`config.mk`:
```
export PLATFORM = sky130hd
export DESIGN_NAME = huffman_ac_rle
export DESIGN_NICKNAME = d
export VERILOG_FILES = /design/src/rtl/jpeg_enc_pkg.sv /design/src/rtl/ac_mag_cat.sv /design/src/rtl/huffman_ac_rle.sv
export SDC_FILE = /design/constraint.sdc
export NUM_CORES = 2
export LEC_CHECK = 0
export CAP_MARGIN = 20
export CELL_PAD_IN_SITES_DETAIL_PLACEMENT = 1
export CELL_PAD_IN_SITES_GLOBAL_PLACEMENT = 1
export CORE_ASPECT_RATIO = 1.4
export CORE_MARGIN = 2
export CORE_UTILIZATION = 42
export DETAILED_ROUTE_END_ITERATION = 6
export GPL_TIMING_DRIVEN = 0
export PLACE_DENSITY = 0.95
export SLEW_MARGIN = 20
export SYNTH_ARGS = -nofsm -noshare
export SYNTH_HDL_FRONTEND = slang
export SYNTH_HIERARCHICAL = 1
export SYNTH_SLANG_ARGS = --single-unit
export TNS_END_PERCENT = 5
```
`constraint.sdc`:
```
create_clock -name clock -period 44.1 [get_ports clock]
set_input_delay 8.82 -clock clock [delete_from_list [all_inputs] [get_ports clock]]
set_output_delay 8.82 -clock clock [all_outputs]
set_load 0.005 [all_outputs]
```
`src/rtl/jpeg_enc_pkg.sv`:
```
// Shared JPEG encoder definitions: symbol field widths, special AC symbols
// and the AC run-length FSM state encoding.
package jpeg_enc_pkg;

  localparam int RUN_W  = 4;
  localparam int SIZE_W = 4;

  localparam logic [7:0] SYM_EOB = 8'h00;
  localparam logic [7:0] SYM_ZRL = 8'hF0;

  typedef enum logic [2:0] {
    ST_IDLE,
    ST_SCAN,
    ST_ZRL,
    ST_EMIT,
    ST_EOB
  } ac_state_e;

endpackage

```
`src/rtl/ac_mag_cat.sv`:
```
// Magnitude category: maps a two's complement value to its JPEG {size, amp}.
// Negative values use the one's complement form (v-1) truncated to size bits.
module ac_mag_cat
  import jpeg_enc_pkg::*;
#(
  parameter int COEF_W = 10
) (
  input  logic [COEF_W-1:0] value,
  output logic [SIZE_W-1:0] size,
  output logic [COEF_W-1:0] amp
);

  logic [COEF_W-1:0] mag;
  logic [COEF_W-1:0] mask;
  logic [COEF_W-1:0] vm1;

  always_comb begin
    // The most-negative value negates to 2^(COEF_W-1), which still fits unsigned.
    mag  = value[COEF_W-1] ? (~value + COEF_W'(1)) : value;
    size = '0;
    for (int b = 0; b < COEF_W; b++) begin
      if (mag[b]) size = SIZE_W'(b + 1);
    end
    mask = '0;
    for (int b = 0; b < COEF_W; b++) begin
      if (SIZE_W'(b) < size) mask[b] = 1'b1;
    end
    vm1 = value - COEF_W'(1);
    amp = (value[COEF_W-1] ? vm1 : value) & mask;
  end

endmodule

```
`src/rtl/huffman_ac_rle.sv`:
```
// AC run-length symbol generator: scans coefficients 1..BLOCK_N-1 of one block
// and emits (run, size, amp) symbols with ZRL/EOB insertion over valid/ready.
module huffman_ac_rle
  import jpeg_enc_pkg::*;
#(
  parameter int COEF_W  = 10,
  parameter int BLOCK_N = 64
) (
  input  logic                      clock,
  input  logic                      reset,
  input  logic                      in_valid,
  output logic                      in_ready,
  input  logic [BLOCK_N*COEF_W-1:0] in_block,
  input  logic                      in_luma,
  output logic                      out_valid,
  input  logic                      out_ready,
  output logic [RUN_W-1:0]          out_run,
  output logic [SIZE_W-1:0]         out_size,
  output logic [COEF_W-1:0]         out_amp,
  output logic                      out_zrl,
  output logic                      out_eob,
  output logic                      out_last,
  output logic [7:0]                out_pos,
  output logic                      out_luma,
  output logic                      busy
);

  localparam int IDX_W = $clog2(BLOCK_N);

  ac_state_e                 state_q, state_d;
  logic [BLOCK_N*COEF_W-1:0] block_q, block_d;
  logic                      luma_q, luma_d;
  logic [IDX_W-1:0]          last_nz_q, last_nz_d;
  logic [IDX_W-1:0]          idx_q, idx_d;
  logic [IDX_W-1:0]          run_q, run_d;
  logic                      in_ready_q, in_ready_d;
  logic                      out_valid_q, out_valid_d;
  logic [RUN_W-1:0]          out_run_q, out_run_d;
  logic [SIZE_W-1:0]         out_size_q, out_size_d;
  logic [COEF_W-1:0]         out_amp_q, out_amp_d;
  logic                      out_zrl_q, out_zrl_d;
  logic                      out_eob_q, out_eob_d;
  logic                      out_last_q, out_last_d;
  logic [7:0]                out_pos_q, out_pos_d;
  logic                      out_luma_q, out_luma_d;
  logic                      busy_q, busy_d;

  logic [IDX_W-1:0]  last_nz_in;
  logic [IDX_W-1:0]  run_left;
  logic [IDX_W-1:0]  emit_run;
  logic [COEF_W-1:0] coef_cur;
  logic [SIZE_W-1:0] cur_size;
  logic [COEF_W-1:0] cur_amp;
  logic              cur_last;
  logic              ld_emit, ld_zrl, ld_eob, ld_clr;

  assign coef_cur = block_q[int'(idx_q)*COEF_W +: COEF_W];
  assign cur_last = (idx_q == IDX_W'(BLOCK_N-1));
  assign run_left = run_q - IDX_W'(16);

  ac_mag_cat #(.COEF_W(COEF_W)) u_mag_cat (
    .value (coef_cur),
    .size  (cur_size),
    .amp   (cur_amp)
  );

  always_comb begin
    last_nz_in = '0;
    for (int k = 1; k < BLOCK_N; k++) begin
      if (in_block[k*COEF_W +: COEF_W] != '0) last_nz_in = IDX_W'(k);
    end
  end

  always_comb begin
    state_d     = state_q;
    block_d     = block_q;
    luma_d      = luma_q;
    last_nz_d   = last_nz_q;
    idx_d       = idx_q;
    run_d       = run_q;
    in_ready_d  = in_ready_q;
    out_valid_d = out_valid_q;
    out_run_d   = out_run_q;
    out_size_d  = out_size_q;
    out_amp_d   = out_amp_q;
    out_zrl_d   = out_zrl_q;
    out_eob_d   = out_eob_q;
    out_last_d  = out_last_q;
    out_pos_d   = out_pos_q;
    out_luma_d  = out_luma_q;
    emit_run    = run_q;
    ld_emit     = 1'b0;
    ld_zrl      = 1'b0;
    ld_eob      = 1'b0;
    ld_clr      = 1'b0;

    case (state_q)
      ST_IDLE: begin
        in_ready_d = 1'b1;
        if (in_valid && in_ready_q) begin
          block_d    = in_block;
          luma_d     = in_luma;
          last_nz_d  = last_nz_in;
          idx_d      = IDX_W'(1);
          run_d      = '0;
          in_ready_d = 1'b0;
          state_d    = ST_SCAN;
        end
      end
      ST_SCAN: begin
        if (idx_q > last_nz_q) begin
          state_d = ST_EOB;
          ld_eob  = 1'b1;
        end else if (coef_cur == '0) begin
          idx_d = idx_q + IDX_W'(1);
          run_d = run_q + IDX_W'(1);
        end else if (int'(run_q) >= 16) begin
          state_d = ST_ZRL;
          ld_zrl  = 1'b1;
        end else begin
          state_d = ST_EMIT;
          ld_emit = 1'b1;
        end
      end
      ST_ZRL: begin
        if (out_ready) begin
          run_d = run_left;
          if (int'(run_left) >= 16) begin
            ld_zrl = 1'b1;
          end else begin
            state_d  = ST_EMIT;
            emit_run = run_left;
            ld_emit  = 1'b1;
          end
        end
      end
      ST_EMIT: begin
        if (out_ready) begin
          ld_clr = 1'b1;
          if (cur_last) begin
            state_d    = ST_IDLE;
            in_ready_d = 1'b1;
          end else begin
            run_d   = '0;
            idx_d   = idx_q + IDX_W'(1);
            state_d = ST_SCAN;
          end
        end
      end
      ST_EOB: begin
        if (out_ready) begin
          ld_clr     = 1'b1;
          state_d    = ST_IDLE;
          in_ready_d = 1'b1;
        end
      end
      default: state_d = ST_IDLE;
    endcase

    if (ld_clr) begin
      out_valid_d = 1'b0;
      out_run_d   = '0;
      out_size_d  = '0;
      out_amp_d   = '0;
      out_zrl_d   = 1'b0;
      out_eob_d   = 1'b0;
      out_last_d  = 1'b0;
      out_pos_d   = '0;
      out_luma_d  = 1'b0;
    end
    if (ld_zrl || ld_emit || ld_eob) begin
      out_valid_d = 1'b1;
      out_pos_d   = 8'(idx_q);
      out_luma_d  = luma_q;
      out_zrl_d   = ld_zrl;
      out_eob_d   = ld_eob;
      out_last_d  = ld_eob || (ld_emit && cur_last);
      out_amp_d   = ld_emit ? cur_amp : '0;
    end
    if (ld_zrl) begin
      out_run_d  = SYM_ZRL[7:4];
      out_size_d = SYM_ZRL[3:0];
    end
    if (ld_eob) begin
      out_run_d  = SYM_EOB[7:4];
      out_size_d = SYM_EOB[3:0];
    end
    if (ld_emit) begin
      out_run_d  = RUN_W'(emit_run);
      out_size_d = cur_size;
    end

    busy_d = (state_d != ST_IDLE);
  end

  always_ff @(posedge clock or posedge reset) begin
    if (reset) begin
      state_q     <= ST_IDLE;
      block_q     <= '0;
      luma_q      <= 1'b0;
      last_nz_q   <= '0;
      idx_q       <= '0;
      run_q       <= '0;
      in_ready_q  <= 1'b0;
      out_valid_q <= 1'b0;
      out_run_q   <= '0;
      out_size_q  <= '0;
      out_amp_q   <= '0;
      out_zrl_q   <= 1'b0;
      out_eob_q   <= 1'b0;
      out_last_q  <= 1'b0;
      out_pos_q   <= '0;
      out_luma_q  <= 1'b0;
      busy_q      <= 1'b0;
    end else begin
      state_q     <= state_d;
      block_q     <= block_d;
      luma_q      <= luma_d;
      last_nz_q   <= last_nz_d;
      idx_q       <= idx_d;
      run_q       <= run_d;
      in_ready_q  <= in_ready_d;
      out_valid_q <= out_valid_d;
      out_run_q   <= out_run_d;
      out_size_q  <= out_size_d;
      out_amp_q   <= out_amp_d;
      out_zrl_q   <= out_zrl_d;
      out_eob_q   <= out_eob_d;
      out_last_q  <= out_last_d;
      out_pos_q   <= out_pos_d;
      out_luma_q  <= out_luma_d;
      busy_q      <= busy_d;
    end
  end

  assign in_ready  = in_ready_q;
  assign out_valid = out_valid_q;
  assign out_run   = out_run_q;
  assign out_size  = out_size_q;
  assign out_amp   = out_amp_q;
  assign out_zrl   = out_zrl_q;
  assign out_eob   = out_eob_q;
  assign out_last  = out_last_q;
  assign out_pos   = out_pos_q;
  assign out_luma  = out_luma_q;
  assign busy      = busy_q;

endmodule

```
Word level (Yosys, flattened, before mapping) --
Cells that the tools add are included.
Cells by class: $lt $le $gt $ge 13, shift operators 1, equality and inequality tests 13, reduce and logical (&&, ||, !) cells 81, muxes and demuxes 150, bitwise logic cells 2, $mul 1, divide/modulo/power cells 0, $add $sub $neg 5
Operators by type and width (number):
- indexed part select 640 x 11 -> 10 bit | 1
- nonzero test 10 bit | 63
- two-way mux 6 bit | 73
- two-way mux 4 bit | 13
- two-way mux 10 bit | 5
- two-way mux 1 bit | 38
- two-way mux 3 bit | 11
- case mux 6 bit (4 select lines) | 1
- case mux 6 bit (3 select lines) | 1
- < comparator 3 x 4 -> 1 bit (first input constant) | 4
- two-way mux 8 bit | 2
- inequality test 2 bit (second input constant) | 8
- case mux 3 bit (5 select lines) | 1
- adder 6 x 1 -> 6 bit (second input constant) | 2
- >= comparator 6 x 5 -> 1 bit (second input constant) | 2
- adder 10 x 1 -> 10 bit (second input constant) | 1
- AND 10 bit | 1
- logical NOT 10 bit | 1
- inverter 10 bit | 1
- subtractor 10 x 1 -> 10 bit (second input constant) | 1
- multiplier 6 x 3 -> 9 bit (second input constant) | 1
- nonzero test 3 bit | 3
- < comparator 1 x 4 -> 1 bit (first input constant) | 2
- < comparator 2 x 4 -> 1 bit (first input constant) | 2
- 20 further kinds | 28
Storage, ports and cells: bits in writable memories 0, latch bits 0, word-level logic and storage cells 283, ROM bits 0, memories 0, output and inout bits 33, bits in registers 695

Longest topological paths before layout --
depth after elaboration 64, gate-level depth with buffers 22, mapped depth without buffers 16

By module --
The synthesis kept the hierarchy.
Modules (own cells, without submodules):
- huffman_ac_rle | cells an instance 3823, sequential area each 17341.6 um^2, area each 33763.6 um^2, instances 1
- ac_mag_cat | cells an instance 108, sequential area each 0.0 um^2, area each 696.9 um^2, instances 1

Least setup slack after synthesis --
No wires, ideal clock.
path kind input-to-reg, from input port in_block[50], to register last_nz_q[2], arrival time 10.811 ns, required time 43.967 ns, library setup time 0.133 ns, cell stages on the path 10, setup slack 33.156 ns, cells stage by stage nor4_1 nand4_1 or4_1 a21bo_2 a21oi_1 o211ai_1 a31oi_1 o21ai_0 a2111oi_0 nor2_1
Between the ends: cells in the longest elaborated chain, start to end 60
Ends and longest elaborated chain:
- from (decl) | line huffman_ac_rle.sv:13 | input logic [BLOCK_N*COEF_W-1:0] in_block,
- nonzero test 10 bit | line huffman_ac_rle.sv:70 | if (in_block[k*COEF_W +: COEF_W] != '0) last_nz_in = IDX_W'(k);
- two-way mux 6 bit (59 in a row) | line huffman_ac_rle.sv:70
- to (signal assigned) | line huffman_ac_rle.sv:219 | last_nz_q <= last_nz_d;
- to (decl) | line huffman_ac_rle.sv:33 | logic [IDX_W-1:0] last_nz_q, last_nz_d;
No other way between the ends. A chain may end at the register's enable or synchronous reset.

Worst setup path after layout --
from input port in_block[495], to register last_nz_q[0]
Between the ends: cells in the longest elaborated chain, start to end 16
Ends and longest elaborated chain (line):
- nonzero test 10 bit | huffman_ac_rle.sv:70
- two-way mux 6 bit (15 in a row) | huffman_ac_rle.sv:70
No other way between the ends.

==> metrics.txt <==
outcome finished, final reports clean; CP endpoint kind flip-flop; die span in x 246 um; Routed Antenna Nets 0; post-synth cell types 81; Initial Util between 40 and 50%; initial antenna violation count 22; GPL Wtd Cong 0.988; dpl ws 31.55 ns; Final Hold Fails 0; top-count cell post-synth nand2_1; TritonCTS clock tree done; die area 84400 um2; Post-Synth Adder-Cell Area less than 1%; share of the synthesized area in the top cell type 50.3%; gr ovfl total 0; XOR/XNOR Fraction of Synth Area 0.254%; Routed WL 186 mm; pins over their slew limit 0; post-CTS setup buffers 0; Rows 124; # port buffers around 670; top post-synthesis cells by count 1986 x nand2_1, 693 x dfrtp_1, 168 x clkbuf_1, 148 x nor2_1, 135 x nor4_1; largest net degree at the start of global routing 108; crit start category primary input; Simple-Gate Fraction of Synth Area 29.3%; overall global routing resource usage 44.1%; end of the critical path last_nz_q[0]; first-pass GRT wire length 266 mm; worst setup margin 31.99 ns; Setup CP Type primary input to flip-flop; Final nets ~5300; VDD IR max 0.0000354 V; Hold Crit Class flip-flop to flip-flop; clock slew at reported path FFs around 0.07 ns; share of cells above drive strength 1 between 7 and 8%; I/O pins 678; cts hold-fix bufs 0; mux cell area share after synthesis 11.1%; Cell Pwr Density 73.3 nW/um2; Fmax 0.0826 GHz; Longest Clk Path Bufs 3; HPWL after DPL 138 mm; DRT Pass-1 Iters 6; Yosys reg bits a little under 700; post-synthesis instance area 34500 um2; DR WL/cell between 30 and 40 um; P_leak 21.2 nW; Iteration-0 DRC Markers 3983; Clock Latency Late Sink 0.66 ns; worst r2r src idx_q[1]; root buffer cell clkbuf_16; Worst Setup SP in_block[495]; largest family of logic cells by synthesized area simple AND/OR/NAND/NOR gates; r2r endpoint out_amp[0]; Worst Path Required about 45 ns; Core Area 81500 um2; register-to-register setup slack 37.14 ns; H-tree depth 3; Die Span Y 343 um; DRC viols 0; Layout Skew roughly 0.028 ns; crit-path max FO 3; final setup vio count 0; vias in the first global route 39200; area delta synth->final 31.3%; RSZ-0062 raised after global routing false; Area contributors post-synth dfrtp_1 50%, nand2_1 22%, mux4_2 8.5%; YS warnings 6; Syn Inst Count 3931; Num CTS Buffers between 70 and 80; number of gates resized after CTS 0; crit path time final 12.11 ns; total number of vias 36200; Slew HR 21.2%; Synth Flop Type dfrtp_1; cell taking the most area after synthesis dfrtp_1; Avg Cell Area, Syn 8.77 um2; compound-cell area share of the yosys netlist 5.21%; Setup TNS Final 0 ns; R2R depth 20; CTS sink cnt 693; CP Data Arrival Time 12.64 ns; worst slew pin tran between 1 and 1.5 ns; FFs w/ async S/R, synth 100%; period utilisation layout 27.5%; EDFF count, synth 0; sequential area share after synthesis between 50% and 60%; vias per cell 6.21; Max Cap Viol 0
-- report_power, final --
part           total [mW]  leakage, nW  internal, mW  switching (mW)
clock network       0.650         1.19         0.370           0.280
logic                1.55         11.4         0.548            1.01
registers            1.11         8.70         0.919           0.195
-- metal layers --
| metal | vias to the layer above | global-route usage (%) | part of all wire, % |
|---|---|---|---|
| li1 | 14600 | - | - |
| met1 | 18000 | 49.6 | 34 |
| met2 | 2579 | 69.0 | 46 |
| met3 | 954 | 13.6 | 10 |
| met4 | 16 | 36.2 | 9.8 |
| met5 | - | 0 | 0.057 |
-- cell type report --
| cell class | instances | area (um2) |
|---|---|---|
| fillers | 9379 | 36200 |
| flip-flops and latches | 693 | 17300 |
| multi-input cells | 2978 | 16000 |
| repair buffers | 684 | 6950 |
| clock buffers | 112 | 2210 |
| well taps | 1071 | 1340 |
| plain buffers | 224 | 1010 |
| clock inverters | 19 | 218 |
| inverters | 37 | 148 |
| diodes | 14 | 35.0 |
-- registers in the layout (all words and copies together), names as in the netlist, 3 cells and up --
register,flops
block_q,640
idx_q,6
last_nz_q,6
out_amp,10
out_pos,6
out_run,4
out_size,4
run_q,6
state_q,3
-- worst min-delay path by stage --
| stage | from | depth (start not counted) | slack, ns | to |
|---|---|---|---|---|
| final | block_q[460] | 2 | 0.48 | block_q[460] |
| after global routing | block_q[460] | 2 | 0.49 | block_q[460] |
| after CTS | block_q[223] | 2 | 0.47 | block_q[223] |
| after detailed placement | block_q[223] | 2 | 0.46 | block_q[223] |
| after global placement | block_q[635] | 2 | 0.45 | block_q[635] |
| after floorplan | block_q[227] | 2 | 0.44 | block_q[227] |
-- through the flow --
step,hold slack (ns),area [um2],power [mW],instances,util [%]
after detailed placement,0.460,42800,2.57,5687,52.5
after floorplan,0.440,34500,1.92,3932,-
after global routing,0.494,45200,3.43,5823,55.5
after CTS,0.474,45200,3.25,5818,55.5
after global placement,0.452,42600,2.47,5677,52.2
final,0.477,45300,3.32,5832,55.6
-- cells by family (layout without fill, tap and decap cells) --
family	count (synthesis)	in the layout
muxes	219	219
AOI/OAI and AO/OA	250	250
other	2	17
DFF	693	693
and+or+nand+nor	2485	2485
buffers and inverters	261	1076
adders and majority gates	11	11
xor gates and xnor gates	10	10
-- layout by cell type, fill, tap and decap left out, types with 32 or more instances in the layout --
cell type        Yosys  routed
nand2_1           1986    1986
dfrtp_1            693     693
clkdlybuf4s50_1      0     674
clkbuf_1           168     187
nor2_1             148     148
nor4_1             135     134
mux4_2             130     130
nand3_1             90      90
clkbuf_16            0      77
mux2i_1             76      76
a22oi_1             60      60
a21oi_1             46      46
inv_1               35      34
buf_2               25      32
-- critical path, stage by stage --
cell and delay [ns]:
clkdlybuf4s50_1 0.73, nor4_1 0.52, nand3_1 0.53, or4_1 0.80, a2111oi_2 0.40, buf_2 0.27, o2111a_1 0.23, a211o_1 0.25
nand2_1 0.08
Power figures use the tool's default switching activity.
